<file path="config.mk">
export PLATFORM = sky130hd
export DESIGN_NAME = blink_decoder
export DESIGN_NICKNAME = d
export VERILOG_FILES = /design/src/rtl/blink_pkg.sv /design/src/rtl/blink_edge_sync.sv /design/src/rtl/blink_decoder.sv
export SDC_FILE = /design/constraint.sdc
export NUM_CORES = 1
export LEC_CHECK = 0
export ABC_AREA = 0
export CAP_MARGIN = 20
export CORE_MARGIN = 2
export CORE_UTILIZATION = 50
export DETAILED_ROUTE_END_ITERATION = 10
export GPL_TIMING_DRIVEN = 0
export PLACE_DENSITY = 0.7
export SYNTH_ARGS = -nofsm -noshare
export SYNTH_HDL_FRONTEND = slang
export SYNTH_SLANG_ARGS = --single-unit
</file>
<file path="constraint.sdc">
create_clock -name i_clock -period 4.8 [get_ports i_clock]
set_input_delay 0.72 -clock i_clock [delete_from_list [all_inputs] [get_ports i_clock]]
set_output_delay 0.72 -clock i_clock [all_outputs]
set_load 0.005 [all_outputs]
</file>
<file path="src/rtl/blink_pkg.sv">
// blink_pkg: shared definitions for the blink decoder.
//   - switch code constants (2-bit code carried by the blink rate)
//   - nominal half-periods in system clocks at 25 kHz, shared with led_blink
//   - decoder state enum
//   - window-match helper used by the classifier
package blink_pkg;

  localparam logic [1:0] CODE_100HZ = 2'b00;
  localparam logic [1:0] CODE_50HZ  = 2'b01;
  localparam logic [1:0] CODE_10HZ  = 2'b10;
  localparam logic [1:0] CODE_1HZ   = 2'b11;

  localparam int NOM_HALF_100HZ = 125;
  localparam int NOM_HALF_50HZ  = 250;
  localparam int NOM_HALF_10HZ  = 1250;
  localparam int NOM_HALF_1HZ   = 12500;

  typedef enum logic [1:0] {
    ST_IDLE    = 2'd0,
    ST_ACQUIRE = 2'd1,
    ST_MEASURE = 2'd2,
    ST_LOCKED  = 2'd3
  } state_t;

  // True when h lies within nom +/- tol (inclusive).
  function automatic logic in_window(input int h, input int nom, input int tol);
    return (h >= nom - tol) && (h <= nom + tol);
  endfunction

endpackage

</file>
<file path="src/rtl/blink_edge_sync.sv">
// blink_edge_sync: brings the asynchronous blink waveform into the clock
// domain and flags every transition of either polarity.
//   clk        system clock
//   rst_n      asynchronous active-low reset
//   async_in   raw blink waveform
//   edge_pulse one-cycle registered pulse per input transition
// A transition sampled at clock k raises edge_pulse after clock k+2.
module blink_edge_sync (
  input  logic clk,
  input  logic rst_n,
  input  logic async_in,
  output logic edge_pulse
);

  logic sync1;
  logic sync2;
  logic prev;

  always_ff @(posedge clk or negedge rst_n) begin
    if (!rst_n) begin
      sync1      <= 1'b0;
      sync2      <= 1'b0;
      prev       <= 1'b0;
      edge_pulse <= 1'b0;
    end else begin
      sync1      <= async_in;
      sync2      <= sync1;
      prev       <= sync2;
      edge_pulse <= sync2 ^ prev;
    end
  end

endmodule

</file>
<file path="src/rtl/blink_decoder.sv">
// blink_decoder: measures the half-period of an incoming blink waveform and
// recovers the 2-bit switch code that produced it.
//   i_clock      system clock, 25 kHz nominal
//   i_reset_n    asynchronous active-low reset
//   i_enable     decoder enable
//   i_led_drive  blink waveform, asynchronous to i_clock
//   o_switch_1   decoded code bit 1 (MSB)
//   o_switch_2   decoded code bit 0 (LSB)
//   o_valid      code locked and current
//   o_timeout    no edge seen for TIMEOUT clocks
//   o_period     last measured half-period in clocks
//
// state      | meaning
// -----------+------------------------------------------------------------
// ST_IDLE    | disabled; counters, lock and timeout cleared
// ST_ACQUIRE | waiting for the first edge, which only starts timing
// ST_MEASURE | classifying half-periods, counting consecutive matches
// ST_LOCKED  | code reported valid; any differing half-period drops lock
module blink_decoder
  import blink_pkg::*;
#(
  parameter int HALF_100HZ = NOM_HALF_100HZ,
  parameter int HALF_50HZ  = NOM_HALF_50HZ,
  parameter int HALF_10HZ  = NOM_HALF_10HZ,
  parameter int HALF_1HZ   = NOM_HALF_1HZ,
  parameter int TOL        = 8,
  parameter int LOCK_COUNT = 2,
  parameter int TIMEOUT    = 16384,
  parameter int CNT_W      = 15
) (
  input  logic             i_clock,
  input  logic             i_reset_n,
  input  logic             i_enable,
  input  logic             i_led_drive,
  output logic             o_switch_1,
  output logic             o_switch_2,
  output logic             o_valid,
  output logic             o_timeout,
  output logic [CNT_W-1:0] o_period
);

  localparam int MATCH_W = $clog2(LOCK_COUNT + 1);
  localparam logic [CNT_W-1:0] CNT_MAX = CNT_W'(TIMEOUT - 1);

  // Windows must be ordered and disjoint, and the counter must hold TIMEOUT-1.
  if (!((HALF_100HZ + TOL < HALF_50HZ - TOL) &&
        (HALF_50HZ  + TOL < HALF_10HZ - TOL) &&
        (HALF_10HZ  + TOL < HALF_1HZ  - TOL))) begin : g_bad_windows
    $error("blink_decoder: classification windows overlap");
  end
  if ((TIMEOUT - 1) >= (2 ** CNT_W)) begin : g_bad_cnt_w
    $error("blink_decoder: CNT_W too small for TIMEOUT-1");
  end
  if (LOCK_COUNT < 1) begin : g_bad_lock
    $error("blink_decoder: LOCK_COUNT must be at least 1");
  end

  logic               edge_det;
  state_t             state;
  logic [CNT_W-1:0]   cnt;
  logic [MATCH_W-1:0] match;
  logic [1:0]         prev_code;

  logic [CNT_W:0]     h;
  logic [CNT_W-1:0]   period_val;
  logic               hit;
  logic [1:0]         code;
  logic [MATCH_W-1:0] next_match;

  blink_edge_sync u_edge_sync (
    .clk        (i_clock),
    .rst_n      (i_reset_n),
    .async_in   (i_led_drive),
    .edge_pulse (edge_det)
  );

  // H = cnt+1 so that an ideal half-period of N clocks measures as N.
  // An edge landing on the timeout cycle gives H = TIMEOUT, which the
  // reported period clamps to the counter's saturation value.
  assign h          = {1'b0, cnt} + 1'b1;
  assign period_val = (h > {1'b0, CNT_MAX}) ? CNT_MAX : h[CNT_W-1:0];

  always_comb begin
    hit  = 1'b1;
    code = CODE_100HZ;
    if (in_window(int'(h), HALF_100HZ, TOL)) begin
      code = CODE_100HZ;
    end else if (in_window(int'(h), HALF_50HZ, TOL)) begin
      code = CODE_50HZ;
    end else if (in_window(int'(h), HALF_10HZ, TOL)) begin
      code = CODE_10HZ;
    end else if (in_window(int'(h), HALF_1HZ, TOL)) begin
      code = CODE_1HZ;
    end else begin
      hit = 1'b0;
    end
  end

  // Only consulted in ST_MEASURE, where match < LOCK_COUNT, so +1 cannot wrap.
  always_comb begin
    next_match = '0;
    if (hit) begin
      next_match = (code == prev_code) ? match + MATCH_W'(1) : MATCH_W'(1);
    end
  end

  always_ff @(posedge i_clock or negedge i_reset_n) begin
    if (!i_reset_n) begin
      state      <= ST_IDLE;
      cnt        <= '0;
      match      <= '0;
      prev_code  <= CODE_100HZ;
      o_switch_1 <= 1'b0;
      o_switch_2 <= 1'b0;
      o_valid    <= 1'b0;
      o_timeout  <= 1'b0;
      o_period   <= '0;
    end else if (!i_enable) begin
      state     <= ST_IDLE;
      cnt       <= '0;
      match     <= '0;
      o_valid   <= 1'b0;
      o_timeout <= 1'b0;
    end else begin
      case (state)
        ST_IDLE: begin
          state <= ST_ACQUIRE;
        end
        ST_ACQUIRE: begin
          if (edge_det) begin
            cnt       <= '0;
            o_timeout <= 1'b0;
            state     <= ST_MEASURE;
          end
        end
        ST_MEASURE, ST_LOCKED: begin
          if (edge_det) begin
            cnt       <= '0;
            o_timeout <= 1'b0;
            o_period  <= period_val;
            if (state == ST_MEASURE) begin
              match <= next_match;
              if (hit) begin
                prev_code <= code;
              end
              if (hit && (next_match >= MATCH_W'(LOCK_COUNT))) begin
                o_switch_1 <= code[1];
                o_switch_2 <= code[0];
                o_valid    <= 1'b1;
                state      <= ST_LOCKED;
              end
            end else if (!(hit && (code == prev_code))) begin
              o_valid <= 1'b0;
              state   <= ST_MEASURE;
              if (hit) begin
                match     <= MATCH_W'(1);
                prev_code <= code;
              end else begin
                match <= '0;
              end
            end
          end else if (cnt == CNT_MAX) begin
            cnt       <= '0;
            match     <= '0;
            o_timeout <= 1'b1;
            o_valid   <= 1'b0;
            state     <= ST_ACQUIRE;
          end else begin
            cnt <= cnt + 1'b1;
          end
        end
        default: begin
          state <= ST_IDLE;
        end
      endcase
    end
  end

endmodule

</file>
Word level (Yosys, flattened, before mapping)
Index checks and enable logic that the tools add are counted.

Latch bits: 0. Bits in writable memories: 0. ROM bits: 0. Word-level logic and storage cells: 104. Bits of input ports: 4. Memories kept: 0. Bits in registers: 44. Output and inout bits: 19.

Mux-type cells: 46. Multipliers: 0. Bitwise logic cells: 1. Equality and inequality tests: 15. $lt $le $gt $ge: 10. Div/mod/pow operators: 0. $add $sub $neg: 3. Reduce and logical (&&, ||, !) cells: 16. Shift-type cells: 0.

Operators by type and width (count): 2-to-1 mux 15 bit (5); 2-to-1 mux 2 bit (22); case mux 15 bit (2 select lines) (1); adder 15 x 1 -> 16 bit, second input constant (1); >= comparator 16 x 11 -> 1 bit, second input constant (1); >= comparator 16 x 14 -> 1 bit, second input constant (1); >= comparator 16 x 7 -> 1 bit, second input constant (1); >= comparator 16 x 8 -> 1 bit, second input constant (1); greater-than comparator 16 x 14 -> 1 bit, second input constant (1); less-or-equal comparator 16 x 11 -> 1 bit, second input constant (1); less-or-equal comparator 16 x 14 -> 1 bit, second input constant (1); less-or-equal comparator 16 x 8 -> 1 bit, second input constant (1); less-or-equal comparator 16 x 9 -> 1 bit, second input constant (1); 2-to-1 mux 1 bit (16); adder 15 x 1 -> 15 bit, second input constant (1); equality test 15 x 14 -> 1 bit, second input constant (1); AND reduction 4 bit (3); != test 5 bit, second input constant (2); AND reduction 3 bit (3); != test 4 bit, second input constant (2); logical AND 1 bit (6); != test 3 x 1 -> 1 bit, second input constant (2); case mux 2 bit (3 select lines) (1); AND reduction 5 bit (1); other kinds (14) (15).

Depth between registers and ports, before layout
Gate-level depths: netlist (run 1).

Depth in word-level cells: 17. Depth in mapped cells: 12. Mapped depth without buffers: 11.

By module
Synthesis (run 1) repeated with hierarchy kept, for this count alone.

Cells, all modules: 344. Area total of the unflattened synthesis: 3084.2 µm².

Modules (own cells, without submodules): blink_decoder (cells each 339, area an instance 2975.4 µm², seq. area each 1001.0 µm², times used 1); blink_edge_sync (cells each 5, area an instance 108.9 µm², seq. area each 100.1 µm², times used 1).

Worst setup path after synthesis (run 1)
No wires, ideal clock.

Path kind: register -> register. Start point: register cnt[0]. End point: register prev_code[0]. Slack: 1.411 ns. Library setup time: 0.125 ns. Required time: 4.675 ns. Clock period less this slack: 3.389 ns. Data arrival time: 3.264 ns. Path buffers: 1. Stages on the path, launching flop included: 13. Cell sequence: dfrtp_1 clkbuf_1 inv_1 ha_1 nand2b_1 nand2_1 a211o_1 a311oi_1 a31o_1 nor4_2 and3b_1 or4_4 mux2_4.

Cells in the longest elaborated chain, start to end: 11. Elaborated cells on any way between the ends: 28. Classes of those cells: 1 x add/sub; 8 x order compare; 2 x eq/ne; 11 x mux; 6 x reduce/logical.

RTL lines: start: declaration (line blink_decoder.sv:60) `logic [CNT_W-1:0] cnt;`; start signal: assignment (line blink_decoder.sv:169) `cnt <= cnt + 1'b1;`; adder 15 x 1 -> 16 bit * (line blink_decoder.sv:80) `assign h = {1'b0, cnt} + 1'b1;`; >= comparator 16 x 14 -> 1 bit / less-or-equal comparator 16 x 14 -> 1 bit (equally long branches) (line blink_pkg.sv:27) `return (h >= nom - tol) && (h <= nom + tol);`; logical AND 1 bit (line blink_pkg.sv:27); 2-to-1 mux 2 bit (line blink_decoder.sv:92) `end else if (in_window(int'(h), HALF_1HZ, TOL)) begin`; 2-to-1 mux 2 bit (line blink_decoder.sv:90) `end else if (in_window(int'(h), HALF_10HZ, TOL)) begin`; 2-to-1 mux 2 bit (line blink_decoder.sv:88) `end else if (in_window(int'(h), HALF_50HZ, TOL)) begin`; 2-to-1 mux 2 bit (line blink_decoder.sv:86) `if (in_window(int'(h), HALF_100HZ, TOL)) begin`; equality test 2 bit (line blink_decoder.sv:152) `end else if (!(hit && (code == prev_code))) begin`; logical AND 1 bit (line blink_decoder.sv:152); != test 2 bit (no source line); AND reduction 4 bit (no source line); end signal: assignment (line blink_decoder.sv:144) `prev_code <= code;`; end signal: assignment (line blink_decoder.sv:157) `prev_code <= code;`; end: declaration (line blink_decoder.sv:62) `logic [1:0] prev_code;`.

Every way passes the cells marked *; elsewhere a longest branch is shown, timed or not. The select of a mux whose other input is x is not followed. A chain may end at the register's enable or synchronous reset.

Worst setup path in the final report (run 1)
Start point: register cnt[0]. End point: register o_switch_2.

Cells in the longest elaborated chain, start to end: 13. Elaborated cells on any way between the ends: 27. Classes of those cells: 1 x add/sub; 9 x order compare; 1 x eq/ne; 10 x mux; 6 x reduce/logical.

RTL lines: adder 15 x 1 -> 16 bit * (line blink_decoder.sv:80); >= comparator 16 x 14 -> 1 bit / less-or-equal comparator 16 x 14 -> 1 bit (equally long branches) (line blink_pkg.sv:27); logical AND 1 bit (line blink_pkg.sv:27); 2-to-1 mux 2 bit (line blink_decoder.sv:92); 2-to-1 mux 2 bit (line blink_decoder.sv:90); 2-to-1 mux 2 bit (line blink_decoder.sv:88); 2-to-1 mux 2 bit (line blink_decoder.sv:86); equality test 2 bit (line blink_decoder.sv:103) `next_match = (code == prev_code) ? match + MATCH_W'(1) : MATCH_W'(1);`; 2-to-1 mux 2 bit (line blink_decoder.sv:103); 2-to-1 mux 2 bit (line blink_decoder.sv:102) `if (hit) begin`; >= comparator 2 bit (line blink_decoder.sv:146) `if (hit && (next_match >= MATCH_W'(LOCK_COUNT))) begin`; logical AND 1 bit (line blink_decoder.sv:146); AND reduction 5 bit (no source line); end signal: assignment (line blink_decoder.sv:148) `o_switch_2 <= code[0];`; end: declaration (line blink_decoder.sv:36) `output logic o_switch_2,`.

Every way passes the cells marked *; elsewhere a longest branch is shown, timed or not.

==> impl_metrics.json, run 1 <==
{
  "grt_overflow_total": 0,
  "grt_pass1_vias": 2606,
  "synth_top_cell_area_share_pct": 36.5,
  "ys_ff_latch": 44,
  "io_pins": 23,
  "multi_input_area_um2": 1750,
  "synth.area.top_cells": "dfrtp_1, a21oi_1, nor2_1",
  "cts.sinks": 44,
  "netlist_area_um2": 3020,
  "finalCriticalPeriod_ns": 4.18,
  "start_kind": "flip-flop",
  "cpMaxStageDelayCell": "a311oi_1",
  "grt_max_degree": 30,
  "preCtsSetupSlack_ns": 0.732,
  "cpLargestDelayFamily": "compound AO/OA/AOI/OAI gates",
  "synth_nets": 366,
  "core_area_um2": 5890,
  "tns_ns": 0,
  "setup_violations": 0,
  "area_growth_pct": 13.8,
  "io_buffers": 21,
  "yosys.area.top_type": "dfrtp_1",
  "dieWidth_um": 81.7,
  "netlist_instances": 358,
  "grt_use_total_pct": 26.0,
  "register_area_um2": 1100,
  "worst-setup-path-type": "reg2reg",
  "cts.htree.levels": 2,
  "clkTransAtPathRegs_ns": 0.09,
  "finalHoldViolCount": 0,
  "crit_fanout": 10,
  "cp-end-kind": "flip-flop",
  "route.detailed.vias_per_inst": 6.32,
  "ys_seq_area_share_pct": 36.5,
  "vias": 2925,
  "syn_avg_cell_area_um2": 8.43,
  "critPathMaxStageDelay_ns": 0.64,
  "drt-total-wl_um": 8210,
  "cts_setup_buffers": 0,
  "synthFlopType": "dfrtp_1",
  "worst_pin_slew_ns": 0.725,
  "status": "finished clean",
  "wl_per_cell_um": 17.7,
  "fp.dieH_um": 81.7,
  "rsz0062_at_grt": "no",
  "num_rows": 28,
  "place_congestion": 0.934,
  "cts_resized": 0,
  "fin_hold_ws_ns": 0.319,
  "cts_hold_buf": 0,
  "grt_first_pass_wirelength_um": 13300,
  "antenna_cells": 0,
  "cts_tree": "built",
  "utilization_pct": 58.4,
  "n_fill_cell": 554,
  "period_share_pct": 87.1,
  "clk_path_buf_depth": 2,
  "slew_headroom_pct": 51.4,
  "die-area_um2": 6670,
  "hold_path.class": "in2async",
  "cp_cell_sequence": "clkbuf_1 -> inv_1 -> ha_1 -> nand2b_1 -> nand2_1 -> a211o_1 -> a311oi_1 -> a211oi_2 -> nor4_2 -> mux2i_1 -> nor3_2 -> mux2_1",
  "cap_violations": 0,
  "drive_gt1_share_pct": 9.54,
  "p_total_uw": 928,
  "dp_hpwl_um": 5990,
  "synth-edff-count": 0,
  "drc": 0,
  "fin_ws_ns": 0.618,
  "synth-async-reset-ratio_pct": 100,
  "yosys_warnings": 0,
  "start_util_pct": 51.3,
  "finalNetCount": 395,
  "dr.pass1.iters": 4,
  "drt_iter0_drc": 204,
  "fmax_mhz": 239,
  "critPathRequiredTime_ns": 5.00,
  "ir_worst_vdd_v": 0.000171,
  "worst_clock_skew_ns": 0.00759,
  "antenna_found_initial": 0,
  "cts_made_buffers": 5,
  "cts-root-buf": "clkbuf_8",
  "clock_latency_ns": 0.31,
  "synth_cell_types": 65,
  "cp_num_buf_inv": 2,
  "power.leakage_uw": 0.00141,
  "postRouteAntennaNets": 0,
  "powerDensity_nw_per_um2": 270,
  "slew_violations": 0,
  "crit_arrival_ns": 4.38
}
-- cells in the final DEF, fill, tap and decap left out, types with 6 or more instances in the layout --
master            n
o31ai_1          11
xnor2_1           7
nor3_1           10
clkdlybuf4s50_1  20
nand4_1           9
a21oi_1          30
dfrtp_1          44
nand3_1          14
nand2_1          26
clkbuf_8          6
clkbuf_1         16
o21ai_0          22
buf_2            12
xor2_1            7
nor2_1           36
inv_1            10
-- where the power goes --
group / internal [uW] / switching (uW) / total, uW / leakage [uW]
registers: 425 / 29.5 / 455 / 0.000563
clock network: 117 / 142 / 259 / 0.0000434
logic: 124 / 90.2 / 214 / 0.000808
total: 666 / 262 / 928 / 0.00141
-- synthesized netlist by cell type, types with 9 or more instances --
library cell	count
a21oi_1	30
buf_2	11
clkbuf_1	16
dfrtp_1	44
inv_1	10
nand2_1	26
nand3_1	14
nand4_1	9
nor2_1	36
nor3_1	10
o21ai_0	22
o31ai_1	11
-- worst reg2reg max path, stage by stage, from the launching register on --
cell,delay [ns]
dfrtp_1,0.51
clkbuf_1,0.40
inv_1,0.12
ha_1,0.43
nand2b_1,0.16
nand2_1,0.06
a211o_1,0.33
a311oi_1,0.64
a211oi_2,0.17
nor4_2,0.32
mux2i_1,0.23
nor3_2,0.34
mux2_1,0.35
-- state kept, by name (all words and copies together), names as in the netlist --
name / count
cnt: 15
match: 2
o_period: 15
o_switch_1: 1
o_switch_2: 1
o_timeout: 1
o_valid: 1
prev_code: 2
state: 2
u_edge_sync.edge_pulse: 1
u_edge_sync.prev: 1
u_edge_sync.sync1: 1
u_edge_sync.sync2: 1
-- stage by stage --
step	std cells	cell area (um2)
6_report	463	3430
5_1_grt	463	3430
4_1_cts	463	3430
3_5_place_dp	455	3340
3_3_place_gp	454	3320
2_1_floorplan	358	3020
-- final timing paths --
kind	startpoint	end	slack, ns	cells after the start
setup / recovery	cnt[0]$_DFFE_PN0P_	o_switch_2$_DFFE_PN0P_	0.62	12
max in group asynchronous	i_reset_n	cnt[14]$_DFFE_PN0P_	3.99	2
min in group i_clock	u_edge_sync.sync1$_DFF_PN0_	u_edge_sync.sync2$_DFF_PN0_	0.37	0
hold reg to reg	u_edge_sync.sync1$_DFF_PN0_	u_edge_sync.sync2$_DFF_PN0_	0.37	0
hold / removal	i_reset_n	cnt[0]$_DFFE_PN0P_	0.32	1
setup reg to reg	cnt[0]$_DFFE_PN0P_	o_switch_2$_DFFE_PN0P_	0.62	12
-- per-layer routing --
layer	up-vias	global-route usage (%)	part of all wire (%)
li1	1381	-	-
met1	1415	37.9	48
met2	117	39.8	45
met3	12	4.51	5.8
met4	0	7.00	1.2
met5	-	0	0
-- kinds of logic after synthesis --
group	Yosys count	synth area share, %
and+or+nand+nor	141	25.5
AOI/OAI and AO/OA	106	23.3
DFF	44	36.5
buffers and inverters	40	5.43
xor gates and xnor gates	14	4.06
muxes	9	3.65
adders and majority gates	4	1.66
-- layout make-up --
class | instances | share of cell area [%]
multi-input cells | 274 | 51.0
flip-flops and latches | 44 | 32.1
repair buffers | 22 | 6.56
plain buffers | 30 | 3.68
well taps | 75 | 2.73
clock buffers | 6 | 2.40
inverters | 10 | 1.09
clock inverters | 2 | 0.437
Power figures use the tool's default switching activity.
==> run 2: changes to the inputs <==
--- a/config.mk
+++ b/config.mk
@@ -11,7 +11,9 @@
 export CORE_UTILIZATION = 50
 export DETAILED_ROUTE_END_ITERATION = 10
 export GPL_TIMING_DRIVEN = 0
+export HOLD_SLACK_MARGIN = 0.05
 export PLACE_DENSITY = 0.7
+export RECOVER_POWER = 25
 export SYNTH_ARGS = -nofsm -noshare
 export SYNTH_HDL_FRONTEND = slang
 export SYNTH_SLANG_ARGS = --single-unit
==> run 2 against run 1 <==
  * Critical endpoint unchanged
  * Combinational power is essentially flat
  * Via count shrank 1.2%
  * Count of clock-buffer cells in the layout is the same
  * Largest cell class unchanged
  * Global-route usage is the same
  * Critical path depth is the same
  * First-iteration DRC count grew 20%
  * Wire length shrank 0.16%
  * The flow now finishes with violations (max-capacitance violations, max-slew violations)
  * Core utilization shrank 0.30 points
==> impl_metrics.json, run 2 (synthesis gave the netlist of run 1 again) <==
{
  "status": "finished with violations",
  "violations": "max-capacitance violations, max-slew violations",
  "num_rows": 28,
  "hold_path.class": "reg2reg",
  "drt-total-wl_um": 8200,
  "post-place-cells": 455,
  "clockPowerShare_pct": 28.2,
  "clock_latency_ns": 0.31,
  "worst_pin_slew_ns": 1.61,
  "cpMaxStageDelayCell": "a311oi_1",
  "crit_fanout": 10,
  "cp-end-kind": "flip-flop",
  "fin_ws_ns": 0.641,
  "antenna_cells": 0,
  "finalHoldViolCount": 0,
  "finalCriticalPeriod_ns": 4.16,
  "dp_hpwl_um": 5990,
  "drive_gt1_share_pct": 9.02,
  "final_cell_mix": "dfrtp_1, nor2_1, a21oi_1, nand2_1, o21ai_0",
  "cts.sinks": 44,
  "fp.dieH_um": 81.7,
  "antenna_found_initial": 0,
  "busiest_layer": "met2",
  "crit_arrival_ns": 4.36,
  "vias": 2889,
  "core_area_um2": 5890,
  "clkTransAtPathRegs_ns": 0.09,
  "final_common_cell": "dfrtp_1",
  "p_total_uw": 929,
  "route.detailed.vias_per_inst": 6.24,
  "grt_first_pass_wirelength_um": 13300,
  "p_int_uw": 665,
  "wl_per_cell_um": 17.7,
  "cts_made_buffers": 5,
  "tns_ns": 0,
  "cts-root-buf": "clkbuf_8",
  "finalNetCount": 395,
  "grt_use_total_pct": 26.0,
  "switching_share_pct": 28.4,
  "p_seq_share_pct": 49.0,
  "drc": 0,
  "place_congestion": 0.934,
  "dr.pass1.iters": 5,
  "io_buffers": 21,
  "grt_max_degree": 30,
  "preCtsSetupSlack_ns": 0.732,
  "cts_tree": "built",
  "cp_cell_sequence": "clkbuf_1 -> inv_1 -> ha_1 -> nand2b_1 -> nand2_1 -> a211o_1 -> a311oi_1 -> a211oi_2 -> nor4_2 -> mux2i_1 -> nor3_2 -> mux2_1",
  "worst-setup-path-type": "reg2reg",
  "cts.htree.levels": 2,
  "power_switching_uw": 264,
  "area_growth_pct": 13.2,
  "rsz0062_at_grt": "no",
  "clk_path_buf_depth": 2,
  "die-area_um2": 6670,
  "period_share_pct": 86.6,
  "grt_pass1_vias": 2606,
  "grtUsageMet1_pct": 37.9,
  "cts_resized": 0,
  "fmax_mhz": 240,
  "cts_hold_buf": 0,
  "io_pins": 23,
  "dieWidth_um": 81.7,
  "grt_overflow_total": 0,
  "critPathRequiredTime_ns": 5.00,
  "grtUsageMet3_pct": 4.51,
  "reg_top3": "cnt (15), o_period (15)",
  "critPathMaxStageDelay_ns": 0.62,
  "start_util_pct": 51.3,
  "powerDensity_nw_per_um2": 272,
  "cap_violations": 1,
  "r2r_setup_slack_ns": 0.64,
  "slew_headroom_pct": -7.22,
  "slew_violations": 30,
  "worst_clock_skew_ns": 0.00620,
  "fin_cells": 463,
  "use_met2_pct": 39.8,
  "power_frac_comb_pct": 22.9,
  "power.leakage_uw": 0.00140,
  "postRouteAntennaNets": 0,
  "setup_violations": 0,
  "ir_worst_vdd_v": 0.000172,
  "start_kind": "flip-flop",
  "drt_iter0_drc": 245,
  "cts_setup_buffers": 0
}
[run 2: layout make-up]
class                   count  area, um2
plain buffers              30        126
clock buffers               6       82.6
clock inverters             2       15.0
fillers                   557       2470
inverters                  10       37.5
multi-input cells         274       1750
flip-flops and latches     44       1100
well taps                  75       93.8
repair buffers             22        208
[run 2: worst paths after layout]
path | cells after the start | endpoint | start
min in group asynchronous | 1 | cnt[0]$_DFFE_PN0P_ | i_reset_n
max in group asynchronous | 2 | cnt[14]$_DFFE_PN0P_ | i_reset_n
worst min-delay path | 0 | u_edge_sync.sync2$_DFF_PN0_ | u_edge_sync.sync1$_DFF_PN0_
worst max register to register | 12 | o_switch_2$_DFFE_PN0P_ | cnt[0]$_DFFE_PN0P_
worst max-delay path | 12 | o_switch_2$_DFFE_PN0P_ | cnt[0]$_DFFE_PN0P_
worst min register to register | 0 | u_edge_sync.sync2$_DFF_PN0_ | u_edge_sync.sync1$_DFF_PN0_
[run 2: critical path: cells and delay by family, from the launching register on]
family | cells | cell delay, ns
muxes | 2 | 0.58
DFF | 1 | 0.50
buffers and inverters | 2 | 0.52
and+or+nand+nor | 4 | 0.87
AOI/OAI and AO/OA | 3 | 1.12
adders and majority gates | 1 | 0.44
[run 2: power by group through the flow]
stage,Clock [uW],Sequential [uW],Combinational (uW)
global placement,0,461,210
finish,261,455,212
CTS,266,456,217
detailed placement,0,464,215
floorplan,0,466,81.0
global route,274,461,242
[run 2: per-layer routing]
layer / wire length (um) / vias to the layer above / part of all wire, %
met5: 0 / - / 0
met4: 104 / 0 / 1.3
met3: 488 / 13 / 6.0
met2: 3650 / 107 / 45
met1: 3960 / 1390 / 48
li1: - / 1379 / -
[run 2: metrics by stage]
stage	instance area, um2	hold WS [ns]	util, %
6_report	3420	0.372	58.1
5_1_grt	3420	0.380	58.1
2_1_floorplan	3020	0.331	-
3_3_place_gp	3320	0.334	56.4
4_1_cts	3430	0.331	58.4
3_5_place_dp	3340	0.360	56.7
==> run 3: changes to the inputs <==
==> constraint.sdc (replaced) <==
create_clock -name i_clock -period 4.1 [get_ports i_clock]
set_input_delay 0.615 -clock i_clock [delete_from_list [all_inputs] [get_ports i_clock]]
set_output_delay 0.615 -clock i_clock [all_outputs]
set_load 0.005 [all_outputs]
==> run 3 against run 2 <==
  * Core utilization rose by 0.28 points
  * Register-to-register slack lost 0.42 ns
  * Total power grew 17%
  * Count of clock-buffer cells in the layout unchanged
  * Sequential power increased by 17%
  * Via count is 0.35% lower
  * Non-clock buffer count stayed put
  * Global-route usage stayed put
  * Die area unchanged
  * Setup slack lost 0.42 ns
  * Critical path depth fell by 1
  * Sequential cell count did not move
  * The run still ends with max-capacitance violations, max-slew violations left
  * Largest power group unchanged
==> impl_metrics.json, run 3 (synthesis gave the netlist of run 1 again) <==
{
  "final_common_cell": "dfrtp_1",
  "core_area_um2": 5890,
  "die-area_um2": 6670,
  "num_rows": 28,
  "violations": "max-capacitance violations, max-slew violations",
  "slew_violations": 30,
  "start_kind": "flip-flop",
  "drive_gt1_share_pct": 10.1,
  "fp.dieH_um": 81.7,
  "cp_cell_sequence": "ha_1 -> clkbuf_1 -> nand4b_1 -> o21ai_0 -> a2111oi_1 -> a311oi_2 -> a31o_1 -> nor4_2 -> mux2i_1 -> nor3_2 -> mux2_1",
  "holdPathStages": 0,
  "postRouteAntennaNets": 0,
  "grt_max_degree": 30,
  "place_congestion": 0.934,
  "io_buffers": 21,
  "dp_hpwl_um": 5990,
  "finalHoldViolCount": 0,
  "tns_ns": 0,
  "timing.rr.start": "cnt[0]$_DFFE_PN0P_",
  "drt-total-wl_um": 8230,
  "r2r_setup_slack_ns": 0.22,
  "critPathRequiredTime_ns": 4.30,
  "cts-root-buf": "clkbuf_8",
  "p_total_uw": 1080,
  "rsz0062_at_grt": "no",
  "min_to": "u_edge_sync.sync2$_DFF_PN0_",
  "fmax_mhz": 258,
  "reg2reg_to": "o_switch_2$_DFFE_PN0P_",
  "cts.sinks": 44,
  "clk_path_buf_depth": 2,
  "drc": 0,
  "crit_fanout": 10,
  "cts_tree": "built",
  "utilization_pct": 58.3,
  "status": "finished with violations",
  "route.detailed.vias_per_inst": 6.22,
  "period_share_pct": 94.6,
  "antenna_found_initial": 0,
  "cts.htree.levels": 2,
  "finalCriticalPeriod_ns": 3.88,
  "worst-setup-path-type": "reg2reg",
  "reg_top3": "cnt (15), o_period (15)",
  "cap_violations": 1,
  "grt_use_total_pct": 26.0,
  "cp-end-kind": "flip-flop",
  "min_from": "u_edge_sync.sync1$_DFF_PN0_",
  "fin_area_um2": 3430,
  "start_util_pct": 51.3,
  "post-place-cells": 455,
  "placed_cell_area_um2": 3340,
  "grt_overflow_total": 0,
  "setup_violations": 0,
  "final_cell_mix": "dfrtp_1, nor2_1, a21oi_1, nand2_1, o21ai_0",
  "worst_pin_slew_ns": 1.61,
  "fin_cells": 463,
  "critPathMaxStageDelay_ns": 0.62,
  "io_pins": 23,
  "drt_iter0_drc": 223,
  "hold_path.class": "reg2reg",
  "powerDensity_nw_per_um2": 316,
  "finalNetCount": 395,
  "cpMaxStageDelayCell": "a2111oi_1",
  "slew_headroom_pct": -7.04,
  "area_growth_pct": 13.8,
  "dieWidth_um": 81.7,
  "crit_arrival_ns": 4.08,
  "wl_per_cell_um": 17.8,
  "clock_latency_ns": 0.31,
  "vias": 2879,
  "n_fill_cell": 553,
  "worstRegToRegCells": 11,
  "worst_clock_skew_ns": 0.00921,
  "clkTransAtPathRegs_ns": 0.09,
  "cts_made_buffers": 5,
  "dr.pass1.iters": 5,
  "grt_pass1_vias": 2606,
  "cts_hold_buf": 0,
  "ir_worst_vdd_v": 0.000199,
  "grt_first_pass_wirelength_um": 13300,
  "power.leakage_uw": 0.00141,
  "antenna_cells": 0
}
## run 3: cell types whose count changed in the layout (fill, tap and decap cells not counted)
cell	change
a2111oi_0	-1
a2111oi_1	+1
a2bb2oi_1	-1
a2bb2oi_2	+1
a311oi_1	-1
a311oi_2	+1
buf_1	-1
clkbuf_1	-1
clkbuf_2	+2
## run 3: through the flow
stage / setup WS, ns / hold WS [ns]
2_1_floorplan: 0.711 / 0.319
6_report: 0.222 / 0.371
4_1_cts: 0.0151 / 0.226
3_3_place_gp: 0.0760 / 0.334
5_1_grt: 0.0202 / 0.380
3_5_place_dp: 0.0324 / 0.360
## run 3: power breakdown
group / internal (uW) / switching (uW) / total (uW)
registers: 498 / 34.5 / 533
clock network: 137 / 166 / 302
logic: 143 / 105 / 249
total: 778 / 306 / 1080
## run 3: layout make-up
class                   count  area (um2)  area share [%]
flip-flops and latches     44        1100            32.1
multi-input cells         274        1770            51.5
repair buffers             22         208            6.05
inverters                  10        37.5            1.09
clock buffers               6        82.6            2.41
clock inverters             2        15.0           0.437
well taps                  75        93.8            2.73
plain buffers              30         129            3.75
## run 3: worst max-delay path by stage
stage	start	end	cells past startpoint
finish	cnt[0]$_DFFE_PN0P_	o_switch_2$_DFFE_PN0P_	11
global route	cnt[0]$_DFFE_PN0P_	o_switch_2$_DFFE_PN0P_	11
CTS	cnt[0]$_DFFE_PN0P_	o_switch_2$_DFFE_PN0P_	12
detailed placement	cnt[0]$_DFFE_PN0P_	o_switch_2$_DFFE_PN0P_	12
global placement	cnt[0]$_DFFE_PN0P_	o_switch_2$_DFFE_PN0P_	12
floorplan	cnt[0]$_DFFE_PN0P_	prev_code[0]$_DFFE_PN0P_	12
## run 3: worst max-delay path: cells and delay by family, from the launching register on
family | cells | cell delay, ns
compound gates | 4 | 1.11
fa+ha+maj | 1 | 0.33
buf+inv | 1 | 0.39
flops | 1 | 0.51
mux | 2 | 0.58
simple gates | 3 | 0.82
## run 3: repair_timing
| action | in CTS | in global routing |
|---|---|---|
| endpoints found under the setup margin | 0 | 10 |
| buffers inserted | 0 | 0 |
| hold endpoints to repair | 0 | 0 |
| gates resized for setup | 0 | 6 |
## run 3: metal layers
metal,GRT usage (%),share of wire [%],wire (um),up-vias
met2,39.8,45,3690,115
met4,7.00,1.4,112,0
met3,4.51,5.8,477,14
li1,-,-,-,1372
met5,0,0,0,-
met1,37.9,48,3950,1378
